==> src/rtl/ntt_pkg.sv <==
// ntt_pkg: shared NTT datapath defaults and the sparse-modulus correction constant builder
package ntt_pkg;
  localparam int LOGQ_DEF  = 64;
  localparam int REDUC_DEF = 17;
  localparam int TAG_W_DEF = 8;
  localparam int QR_W      = 64;
  function automatic logic [QR_W-1:0] qr_of(input logic [QR_W-1:0] q, input int rp);
    logic [QR_W-1:0] m;
    m = ((QR_W'(1) << rp) - QR_W'(1)) ^ QR_W'(1);
    return q & ~m;
  endfunction
endpackage

==> src/rtl/modsub_if.sv <==
// modsub_if: valid/ready operand and result channels of the modular subtractor
interface modsub_if import ntt_pkg::*; #(
  parameter int LOGQ  = LOGQ_DEF,
  parameter int TAG_W = TAG_W_DEF
);
  logic             in_valid;
  logic             in_ready;
  logic [LOGQ-1:0]  A;
  logic [LOGQ-1:0]  B;
  logic [TAG_W-1:0] in_tag;
  logic             out_valid;
  logic             out_ready;
  logic [LOGQ-1:0]  C;
  logic [TAG_W-1:0] out_tag;
  modport master (output in_valid, A, B, in_tag, out_ready, input in_ready, out_valid, C, out_tag);
  modport slave  (input in_valid, A, B, in_tag, out_ready, output in_ready, out_valid, C, out_tag);
endinterface

==> src/rtl/modsub_core.sv <==
// modsub_core: combinational modular subtract, split into difference/borrow and correction halves
module modsub_core import ntt_pkg::*; #(
  parameter int LOGQ        = LOGQ_DEF,
  parameter int Reduc_param = REDUC_DEF
) (
  input  logic [LOGQ-1:0] a,
  input  logic [LOGQ-1:0] b,
  input  logic [LOGQ-1:0] q,
  input  logic [LOGQ-1:0] d_in,
  input  logic            borrow_in,
  output logic [LOGQ-1:0] d,
  output logic            borrow,
  output logic [LOGQ-1:0] c
);
  logic [LOGQ-1:0] qr;
  always_comb begin
    {borrow, d} = {1'b0, a} - {1'b0, b};
    qr = LOGQ'(qr_of(QR_W'(q), Reduc_param));
    c = borrow_in ? d_in + qr : d_in;
  end
endmodule

==> src/rtl/modsub_pipe.sv <==
// modsub_pipe: two-stage pipelined (A - B) mod q with valid/ready backpressure and tag sideband
module modsub_pipe import ntt_pkg::*; #(
  parameter int LOGQ        = LOGQ_DEF,
  parameter int Reduc_param = REDUC_DEF,
  parameter int TAG_W       = TAG_W_DEF
) (
  input  logic            clk,
  input  logic            rst,
  input  logic [LOGQ-1:0] q,
  modsub_if.slave         io
);
  logic             en1, en2;
  logic             s1_valid_q, s1_valid_d, s1_borrow_q, s1_borrow_d;
  logic             s2_valid_q, s2_valid_d;
  logic [LOGQ-1:0]  s1_d_q, s1_d_d, c_q, c_d;
  logic [LOGQ-1:0]  d_comb, c_comb;
  logic             borrow_comb;
  logic [TAG_W-1:0] s1_tag_q, s1_tag_d, s2_tag_q, s2_tag_d;
  modsub_core #(.LOGQ(LOGQ), .Reduc_param(Reduc_param)) u_core (
    .a(io.A), .b(io.B), .q(q), .d_in(s1_d_q), .borrow_in(s1_borrow_q),
    .d(d_comb), .borrow(borrow_comb), .c(c_comb)
  );
  // an empty stage always accepts, so bubbles collapse even while the consumer stalls
  always_comb begin
    en2         = ~s2_valid_q | io.out_ready;
    en1         = ~s1_valid_q | en2;
    s1_valid_d  = en1 ? io.in_valid : s1_valid_q;
    s1_d_d      = (en1 && io.in_valid) ? d_comb : s1_d_q;
    s1_borrow_d = (en1 && io.in_valid) ? borrow_comb : s1_borrow_q;
    s1_tag_d    = (en1 && io.in_valid) ? io.in_tag : s1_tag_q;
    s2_valid_d  = en2 ? s1_valid_q : s2_valid_q;
    c_d         = (en2 && s1_valid_q) ? c_comb : c_q;
    s2_tag_d    = (en2 && s1_valid_q) ? s1_tag_q : s2_tag_q;
  end
  always_ff @(posedge clk) begin
    if (rst) begin
      s1_valid_q  <= 1'b0;
      s1_d_q      <= '0;
      s1_borrow_q <= 1'b0;
      s1_tag_q    <= '0;
      s2_valid_q  <= 1'b0;
      c_q         <= '0;
      s2_tag_q    <= '0;
    end else begin
      s1_valid_q  <= s1_valid_d;
      s1_d_q      <= s1_d_d;
      s1_borrow_q <= s1_borrow_d;
      s1_tag_q    <= s1_tag_d;
      s2_valid_q  <= s2_valid_d;
      c_q         <= c_d;
      s2_tag_q    <= s2_tag_d;
    end
  end
  assign io.in_ready  = en1;
  assign io.out_valid = s2_valid_q;
  assign io.C         = c_q;
  assign io.out_tag   = s2_tag_q;
endmodule

==> src/flat_wrapper.sv <==
// flat-port wrapper written by rule: the top's interface ports become plain ports
module modsub_pipe_flat import ntt_pkg::*;
#(
  parameter int LOGQ        = LOGQ_DEF,
  parameter int Reduc_param = REDUC_DEF,
  parameter int TAG_W       = TAG_W_DEF
)
  (clk, rst, q, io_in_valid, io_A, io_B, io_in_tag, io_out_ready, io_in_ready, io_out_valid, io_C, io_out_tag);
  modsub_if #(.LOGQ(LOGQ), .TAG_W(TAG_W)) io_i ();
  input  logic clk;
  input  logic rst;
  input  logic [LOGQ-1:0] q;
  input wire logic [$bits(io_i.in_valid)-1:0] io_in_valid;
  input wire logic [$bits(io_i.A)-1:0] io_A;
  input wire logic [$bits(io_i.B)-1:0] io_B;
  input wire logic [$bits(io_i.in_tag)-1:0] io_in_tag;
  input wire logic [$bits(io_i.out_ready)-1:0] io_out_ready;
  output wire logic [$bits(io_i.in_ready)-1:0] io_in_ready;
  output wire logic [$bits(io_i.out_valid)-1:0] io_out_valid;
  output wire logic [$bits(io_i.C)-1:0] io_C;
  output wire logic [$bits(io_i.out_tag)-1:0] io_out_tag;
  assign io_i.in_valid = io_in_valid;
  assign io_i.A = io_A;
  assign io_i.B = io_B;
  assign io_i.in_tag = io_in_tag;
  assign io_i.out_ready = io_out_ready;
  assign io_in_ready = io_i.in_ready;
  assign io_out_valid = io_i.out_valid;
  assign io_C = io_i.C;
  assign io_out_tag = io_i.out_tag;
  modsub_pipe #(.LOGQ(LOGQ), .Reduc_param(Reduc_param), .TAG_W(TAG_W)) u_core (.clk(clk), .rst(rst), .q(q), .io(io_i));
endmodule
==> config.mk <==
export PLATFORM = sky130hd
export DESIGN_NAME = modsub_pipe_flat
export DESIGN_NICKNAME = d
export VERILOG_FILES = /design/src/rtl/ntt_pkg.sv /design/src/rtl/modsub_if.sv /design/src/rtl/modsub_core.sv /design/src/rtl/modsub_pipe.sv /design/src/flat_wrapper.sv
export SDC_FILE = /design/constraint.sdc
export NUM_CORES = 1
export LEC_CHECK = 0
export ABC_AREA = 1
export CAP_MARGIN = 5
export CORE_MARGIN = 8
export CORE_UTILIZATION = 33
export DETAILED_ROUTE_END_ITERATION = 8
export DONT_BUFFER_PORTS = 1
export GPL_TIMING_DRIVEN = 0
export RECOVER_POWER = 25
export SLEW_MARGIN = 20
export SYNTH_ARGS = -nofsm -noshare
export SYNTH_HDL_FRONTEND = slang
export SYNTH_HIERARCHICAL = 1
export SYNTH_SLANG_ARGS = --single-unit
==> constraint.sdc <==
create_clock -name clk -period 3.2 [get_ports clk]
set_input_delay 0.8 -clock clk [delete_from_list [all_inputs] [get_ports clk]]
set_output_delay 0.8 -clock clk [all_outputs]
set_load 0.02 [all_outputs]
; ---- Word-level counts from Yosys, hierarchy flattened
; Index checks and enable logic that the tools add are counted.
[classes]
n_addsub = 2
n_mul = 0
div = 0
order_cmp = 0
eq_ne = 0
n_shift = 0
n_mux = 1
bitwise_logic = 4
reduce_logical = 2
[ops]
columns = cell, n
row1 = $sub A64 B64 Y65, 1
row2 = $add A64 B64 Y64, 1
row3 = $mux W64, 1
row4 = $logic_and A1 B1 Y1, 2
row5 = $not A1 Y1, 2
row6 = $or A1 B1 Y1, 2
[totals]
register_bits = 147
latchBits = 0
mem_bits_rw = 0
romBits = 0
in_bits = 204
output_inout_bits = 74
memories = 0

; ---- Logic depth before layout (Yosys ltp)
; Gate-level depths: netlist of run 1.
[depth]
word_depth = 4
ltp_mapped = 20
mapped_depth_nobuf = 20

; ---- Cells and area by module
; The synthesis of run 1 kept the hierarchy.
[modules_own_cells]
columns = module, n_inst, cells_each, area_each_um2, seq_area_each_um2
row1 = modsub_core, 1, 2377, 11209.5, 0.0
row2 = modsub_pipe, 1, 878, 6187.2, 2942.8

; ---- Worst setup path after synthesis of run 1
; Ideal clock, no wire load.
[synth_path]
path_kind = input -> register
from = in io_A[0]
to = reg u_core.s1_d_q[62]
setup_ps = 115
t_arrival_ps = 2505
slack_ps = 580
cell_stages = 19
n_path_buf = 0
cell_sequence = inv_1 ha_1 fa_1 inv_1 nand3_1 nand2_2 nand2_2 nand2_4 nand3_1 nand2_1 nand2_1 nand2_2 nand2_1 nand3_1 nand2_1 inv_1 nand3_1 nand2_1 nor2_1
[synth_via]
elab_chain_len = 1
[synth_lines]
columns = item, line
row1 = from (decl), flat_wrapper.sv:14  ; input wire logic [$bits(io_i.A)-1:0] io_A;
row2 = $sub A64 B64 Y65, modsub_core.sv:17  ; {borrow, d} = {1'b0, a} - {1'b0, b};
row3 = net u_core.d_comb[62], modsub_pipe.sv:16  ; logic [LOGQ-1:0] d_comb, c_comb;
row4 = to (signal assigned), modsub_pipe.sv:38  ; s1_d_q <= '0;
row5 = to (signal assigned), modsub_pipe.sv:46  ; s1_d_q <= s1_d_d;
row6 = to (decl), modsub_pipe.sv:15  ; logic [LOGQ-1:0] s1_d_q, s1_d_d, c_q, c_d;
; The timed path passes the listed nets, and every way through them passes these cells.
; A chain may end at the register's enable or synchronous reset.

; ---- Final worst setup path of run 1
[layout_path]
from = reg u_core.s2_valid_q, in the netlist u_core/io.out_valid
to = out io_in_ready
[layout_via]
elab_chain_len = 3
[layout_lines]
columns = item, line
row1 = from (decl), modsub_pipe.sv:14  ; logic s2_valid_q, s2_valid_d;
row2 = from (signal assigned), modsub_pipe.sv:49  ; s2_valid_q <= s2_valid_d;
row3 = $not A1 Y1, modsub_pipe.sv:25  ; en2 = ~s2_valid_q | io.out_ready;
row4 = $or A1 B1 Y1, modsub_pipe.sv:25
row5 = $or A1 B1 Y1, modsub_pipe.sv:26  ; en1 = ~s1_valid_q | en2;
row6 = to (decl), flat_wrapper.sv:18  ; output wire logic [$bits(io_i.in_ready)-1:0] io_in_ready;
; No other way between the ends.

==> metrics, run 1 <==
Max Slew Vio Count 0; Arr. time, crit path 1.95 ns; GPL Wtd Cong 0.978; Synth Warn # 6; capture point of the worst reg-to-reg path u_core/io.C[54]; Final Hold Viols 0; Comb power frac 39.8%; DPL Wire Length 58.5 mm; Worst Hold Class in -> reg; clk_skew 0.0131 ns; port bufs 0; chip width 246 microns; Max FO, Critical Path 10; Clk pin slew, worst setup/hold paths 0.07 ns; final worst setup slack 0.445 ns; # fillers 6,118; clock network fraction of total power 29.3%; met2 wire length 30.7 mm; final worst-path cycle share 86.1%; Cell Pwr Density 388 nW/um^2; average wire per standard cell 16.8 microns; post-CTS sizing 0; mapped cell area 17,400 sq um; worst skew pair latency 0.45 ns; sequential share of power 30.9%; Max-Cap Viols 0; DRT antenna net count 0; via-per-instance ratio 4.84; Setup Crit Path Kind reg -> out; hold_buf cts 0; area of the die 60,300 sq um; Initial DRC Count 1,432; largest net degree at the start of global routing 17; Worst Min Path Start rst; cells on worst reg2reg path 15; layout cells sized above 1 4.20%; status finished, final reports clean; Seq/Total Area, Yosys 16.9%; worst vdd ir 332 uV; synth top area cells nand2_1 (23%), dfxtp_1 (17%), inv_1 (13%), nor2_1 (9.6%), ha_1 (8.1%); initial antenna violation count 2; WL met3 3.85 mm; Synth top area share 23.3%; Max Used Layer met4; Total GRT Usage 21.6%; CP Data Required Time 2.40 ns; fin crit period 2.75 ns; Die Height 246 microns; Worst-Margin Slew 0.822 ns; Hold Path End u_core/io.out_valid; Post-route DRC 0; TritonRoute pass-1 iters 6; setup violators final 0; leading area contributor after synthesis nand2_1; clock sinks 147; Inserted Clock Buffers 17; IO Count 278; vias in the first global route 18,500; first-pass GRT wire length 101 mm; syn_nets 3,572; wl on met1 30.0 mm; hold path depth 1; Yosys cell types 37; CTS Root Cell clkbuf_16; total wire length 66.9 mm; Reg2Reg Setup Slack 0.59 ns; Fmax achieved 363 MHz; r2r startpoint u_core/s1_d_q[51]; NetSw 3.08 mW; relative slew slack 45.2%; area grow syn2layout 8.47%; leakage power 10.2 nW; worst-case clock buffer depth 2; CTS tree done; postcts setup bufs 0; Final Net Count 3,591; routed via count 19,200; placeable core area 52,300 sq um; Int Power 4.23 mW; dpl ws 0.188 ns; total grt overflow 0; crit start category flip-flop; syn avg cell area 5.34 sq um; Setup TNS 0 ns; num rows 84; Yosys reg bits 147; sw frac 42.1%; RSZ-0062 raised after global routing false; Gate Count Post-Synth 3,255; Initial Utilization 33.2%; CP endpoint kind output pin; H-Tree Depth 4
[power groups by stage]
stage	clock network [mW]	registers, mW	logic, mW
floorplan	0	2.21	2.12
global placement	0	2.30	2.86
detailed placement	0	2.30	2.87
CTS	2.19	2.26	2.88
global route	2.27	2.28	3.29
finish	2.14	2.26	2.91
[cell type report]
class / count / area, sq um / area share [%]
diodes: 2 / 5.00 / 0.0265
clock buffers: 19 / 443 / 2.35
inverters: 593 / 2230 / 11.8
multi-input cells: 2435 / 11900 / 63.0
flip-flops and latches: 147 / 2940 / 15.6
clock inverters: 12 / 169 / 0.895
plain buffers: 80 / 329 / 1.74
well taps: 688 / 861 / 4.56
[cells by family after synthesis]
kind of cell / count (synthesis) / synth area share (%)
xor gates and xnor gates: 68 / 3.42
buffers and inverters: 673 / 14.7
and+or+nand+nor: 1966 / 47.9
AOI/OAI and AO/OA: 288 / 8.90
DFF: 147 / 16.9
adders and majority gates: 113 / 8.17
[synth_stat cells]
cell and count:
o21a_1 2, a21oi_1 190, dfxtp_1 147, a21o_1 3, fa_1 1, a21boi_0 2, o21bai_4 1, ha_1 112
buf_1 30, o211ai_1 1, nand3_2 10, or2_2 3, inv_2 5, nor3_2 1, nand2_1 1081, nor2_2 27
xor2_1 45, nor2_4 2, inv_1 588, a21oi_2 2, and2_1 1, nor4_1 1, o21ai_1 8, nand3b_1 85
buf_2 26, a31oi_1 1, o21bai_1 17, a21oi_4 2, nand2_4 3, nor2_1 447, nand2_2 29, clkbuf_1 24
xnor2_1 23, nor3_1 31, nand4_1 21, nand3_1 224, o21ai_0 59
[worst max path at each step]
stage               cells after the start           endpoint                 from  slack (ns)
finish                                  3        io_in_ready  u_core/io.out_valid        0.45
floorplan                              19  u_core/s1_d_q[62]              io_A[0]        0.58
global route                            3        io_in_ready  u_core/io.out_valid        0.32
detailed placement                     19  u_core/s1_d_q[62]              io_A[0]        0.19
CTS                                     3        io_in_ready  u_core/io.out_valid        0.60
global placement                       19  u_core/s1_d_q[62]              io_A[0]        0.20
[worst max-delay path: stages (launching register included)]
cell      delay (ns)
dfxtp_1         0.43
nand3_1         0.22
clkbuf_1        0.46
buf_2           0.39
[flip-flops by register name, summed over array words and instances, names as in the netlist]
name,flops
u_core/io.C,64
u_core/s1_d_q,64
u_core/io.out_tag,8
u_core/s1_tag_q,8
u_core/io.out_valid,1
u_core/s1_borrow_q,1
u_core/s1_valid_q,1
[layout by cell type, fill, tap and decap left out, drive strengths merged]
cell and count:
nand2 1113, inv 598, nor2 476, nand3 234, a21oi 194, dfxtp 147
ha 112, nand3b 85, o21ai 67, buf 53, clkbuf 46, xor2 45
nor3 32, xnor2 23, nand4 21, o21bai 18, bufinv 3, a21o 3
or2 3, diode 2, clkinvlp 2, clkinv 2, o21a 2, a21boi 2
o211ai 1, nor4 1, a31oi 1, and2 1, fa 1
[metrics by stage]
step | std cells | utilization [%] | power (mW) | hold WS [ns] | cell area (sq um)
floorplan | 3255 | - | 4.33 | 0.443 | 17400
global placement | 3943 | 34.9 | 5.16 | 0.456 | 18300
detailed placement | 3943 | 34.9 | 5.17 | 0.462 | 18300
CTS | 3974 | 36.1 | 7.34 | 0.380 | 18900
global route | 3976 | 36.1 | 7.84 | 0.390 | 18900
finish | 3976 | 36.1 | 7.32 | 0.410 | 18900
[routing by layer]
metal / vias to the layer above / track usage (%)
met3: 100 / 2.63
met1: 8535 / 27.7
met4: 0 / 7.91
li1: 10000 / -
met5: - / 0
met2: 560 / 36.7
No activity file was read; power rests on OpenSTA's default activity.
==> inputs of run 2 (changes only) <==
--- a/config.mk
+++ b/config.mk
@@ -9,6 +9,7 @@
 export CAP_MARGIN = 5
 export CORE_MARGIN = 8
 export CORE_UTILIZATION = 33
+export CTS_BUF_LIST = sky130_fd_sc_hd__clkbuf_4 sky130_fd_sc_hd__clkbuf_8 sky130_fd_sc_hd__clkbuf_16
 export DETAILED_ROUTE_END_ITERATION = 8
 export DONT_BUFFER_PORTS = 1
 export GPL_TIMING_DRIVEN = 0
==> run 2 against run 1 <==
  * Critical path depth unchanged
  * Cell area barely moved
  * Wire length about the same
  * Die area did not move
  * Sequential share of layout area is essentially flat
  * Count of clock-buffer cells in the layout stayed put
  * Worst hold slack is essentially flat
  * Clock skew about the same
  * Combinational power about the same
  * Critical endpoint unchanged
  * Via count is 0.18% lower
  * Worst setup slack lost 0.0031 ns
  * Non-clock buffer count unchanged
==> metrics, run 2 (synthesis results as in run 1) <==
max incr delay on CP 0.47 ns (about the same); TritonRoute pass-1 iters 7 (+1); Clk pin slew, worst setup/hold paths 0.07 ns (about the same); worst hold margin 0.411 ns (+0.000479 ns); Final Total Pwr 7.33 mW (+0.13%); setup violators final 0 (unchanged); chip width 246 microns (unchanged); CTS Root Cell clkbuf_16; worst vdd ir 331 uV (-0.23%); leakage power 10.3 nW (about the same); worst-case clock buffer depth 2 (unchanged); CP endpoint kind output pin; clock sinks 147 (unchanged); Arr. time, crit path 1.96 ns (about the same); cells on worst reg2reg path 15 (unchanged); Levels on crit path 3 (unchanged); average wire per standard cell 16.8 microns (about the same); Setup TNS 0 ns (unchanged); Inserted Clock Buffers 17 (unchanged); placeable core area 52,300 sq um (unchanged); Worst-Margin Slew 0.814 ns (-0.00767 ns); post-CTS sizing 0 (unchanged); Die Height 246 microns (unchanged); CP endpoint io_in_ready; Initial Utilization 33.2% (unchanged); Setup Crit Path Kind reg -> out; fin crit period 2.76 ns (+0.00309 ns); num rows 84 (unchanged); H-Tree Depth 4 (unchanged); Cell Pwr Density 388 nW/um^2 (+0.11%); total wire length 66.9 mm (about the same); Final Net Count 3,591 (unchanged); crit start category flip-flop; CP Data Required Time 2.40 ns (about the same); Crit. Startpoint u_core/io.out_valid; most common cell after layout, fill and taps aside nand2_1; final worst setup slack 0.442 ns (-0.00309 ns); vias in the first global route 18,500 (-0.022%); Worst Hold Class in -> reg; Post-Layout Inst Area 18,900 sq um (about the same); Final Hold Viols 0 (unchanged); most frequent cells in the layout nand2_1 (1,081), inv_1 (588), nor2_1 (447); final worst-path cycle share 86.2% (+0.097 points); worst-path cell chain nand3_1 > clkbuf_1 > buf_2; CTS tree done; total grt overflow 0 (unchanged); crit-path leading delay family buffers and inverters; Max FO, Critical Path 10 (unchanged); DPL Wire Length 58.5 mm (unchanged); slowest CP cell clkbuf_1; GPL Wtd Cong 0.978 (unchanged); largest net degree at the start of global routing 17 (unchanged); status finished, final reports clean; IO Count 278 (unchanged); postcts setup bufs 0 (unchanged); Inst Count DP 3,943 (unchanged); Max Slew Vio Count 0 (unchanged); Total GRT Usage 21.5% (about the same); dpl cell area 18,300 sq um (unchanged); Post-route DRC 0 (unchanged); area grow syn2layout 8.49% (about the same); fin cells 3,976 (unchanged); port bufs 0 (unchanged); relative slew slack 45.6% (+0.38 points); clk_skew 0.0136 ns (+0.000465 ns); area of the die 60,300 sq um (unchanged); DRT antenna net count 0 (unchanged); Fmax achieved 363 MHz (-0.11%); RSZ-0062 raised after global routing false; worst skew pair latency 0.45 ns (about the same); Reg2Reg Setup Slack 0.58 ns (about the same); Initial DRC Count 1,445 (+0.91%); dpl ws 0.188 ns (unchanged); capture point of the worst reg-to-reg path u_core/io.C[54]; hold_buf cts 0 (unchanged); first-pass GRT wire length 101 mm (about the same); initial antenna violation count 2 (unchanged); Worst Path Buf+Inv 2 (unchanged); r2r startpoint u_core/s1_d_q[51]; layout cells sized above 1 4.20% (unchanged); via-per-instance ratio 4.83 (-0.18%); hold path depth 1 (unchanged); Util after Layout 36.1% (about the same); Max-Cap Viols 0 (unchanged); routed via count 19,200 (-0.18%)
run 2: how the worst min path moves through the flow:
stage                                   from                   to
after global routing                     rst  u_core/io.out_valid
after global placement    u_core/s1_tag_q[5]   u_core/s1_tag_q[5]
after detailed placement  u_core/s1_tag_q[2]   u_core/s1_tag_q[2]
final                                    rst  u_core/io.out_valid
after CTS                                rst    u_core/s1_valid_q
after floorplan           u_core/s1_tag_q[0]   u_core/s1_tag_q[0]
run 2: power by group:
part,switching [mW],total [mW],internal [mW]
Combinational,1.93,2.91,0.981
Clock,0.885,2.15,1.27
Sequential,0.266,2.26,1.99
run 2: area by class of cell:
| class | instances | area, sq um |
|---|---|---|
| flip-flops and latches | 147 | 2940 |
| inverters | 593 | 2230 |
| fillers | 6119 | 33500 |
| well taps | 688 | 861 |
| diodes | 2 | 5.00 |
| clock inverters | 12 | 169 |
| clock buffers | 19 | 447 |
| multi-input cells | 2435 | 11900 |
| plain buffers | 80 | 328 |
run 2: per-layer routing:
layer | global-route usage (%) | vias up | wire (microns)
li1 | - | 10000 | -
met1 | 27.6 | 8497 | 30000
met2 | 36.7 | 571 | 30600
met3 | 2.63 | 98 | 4020
met4 | 7.91 | 0 | 2280
met5 | 0 | - | 0
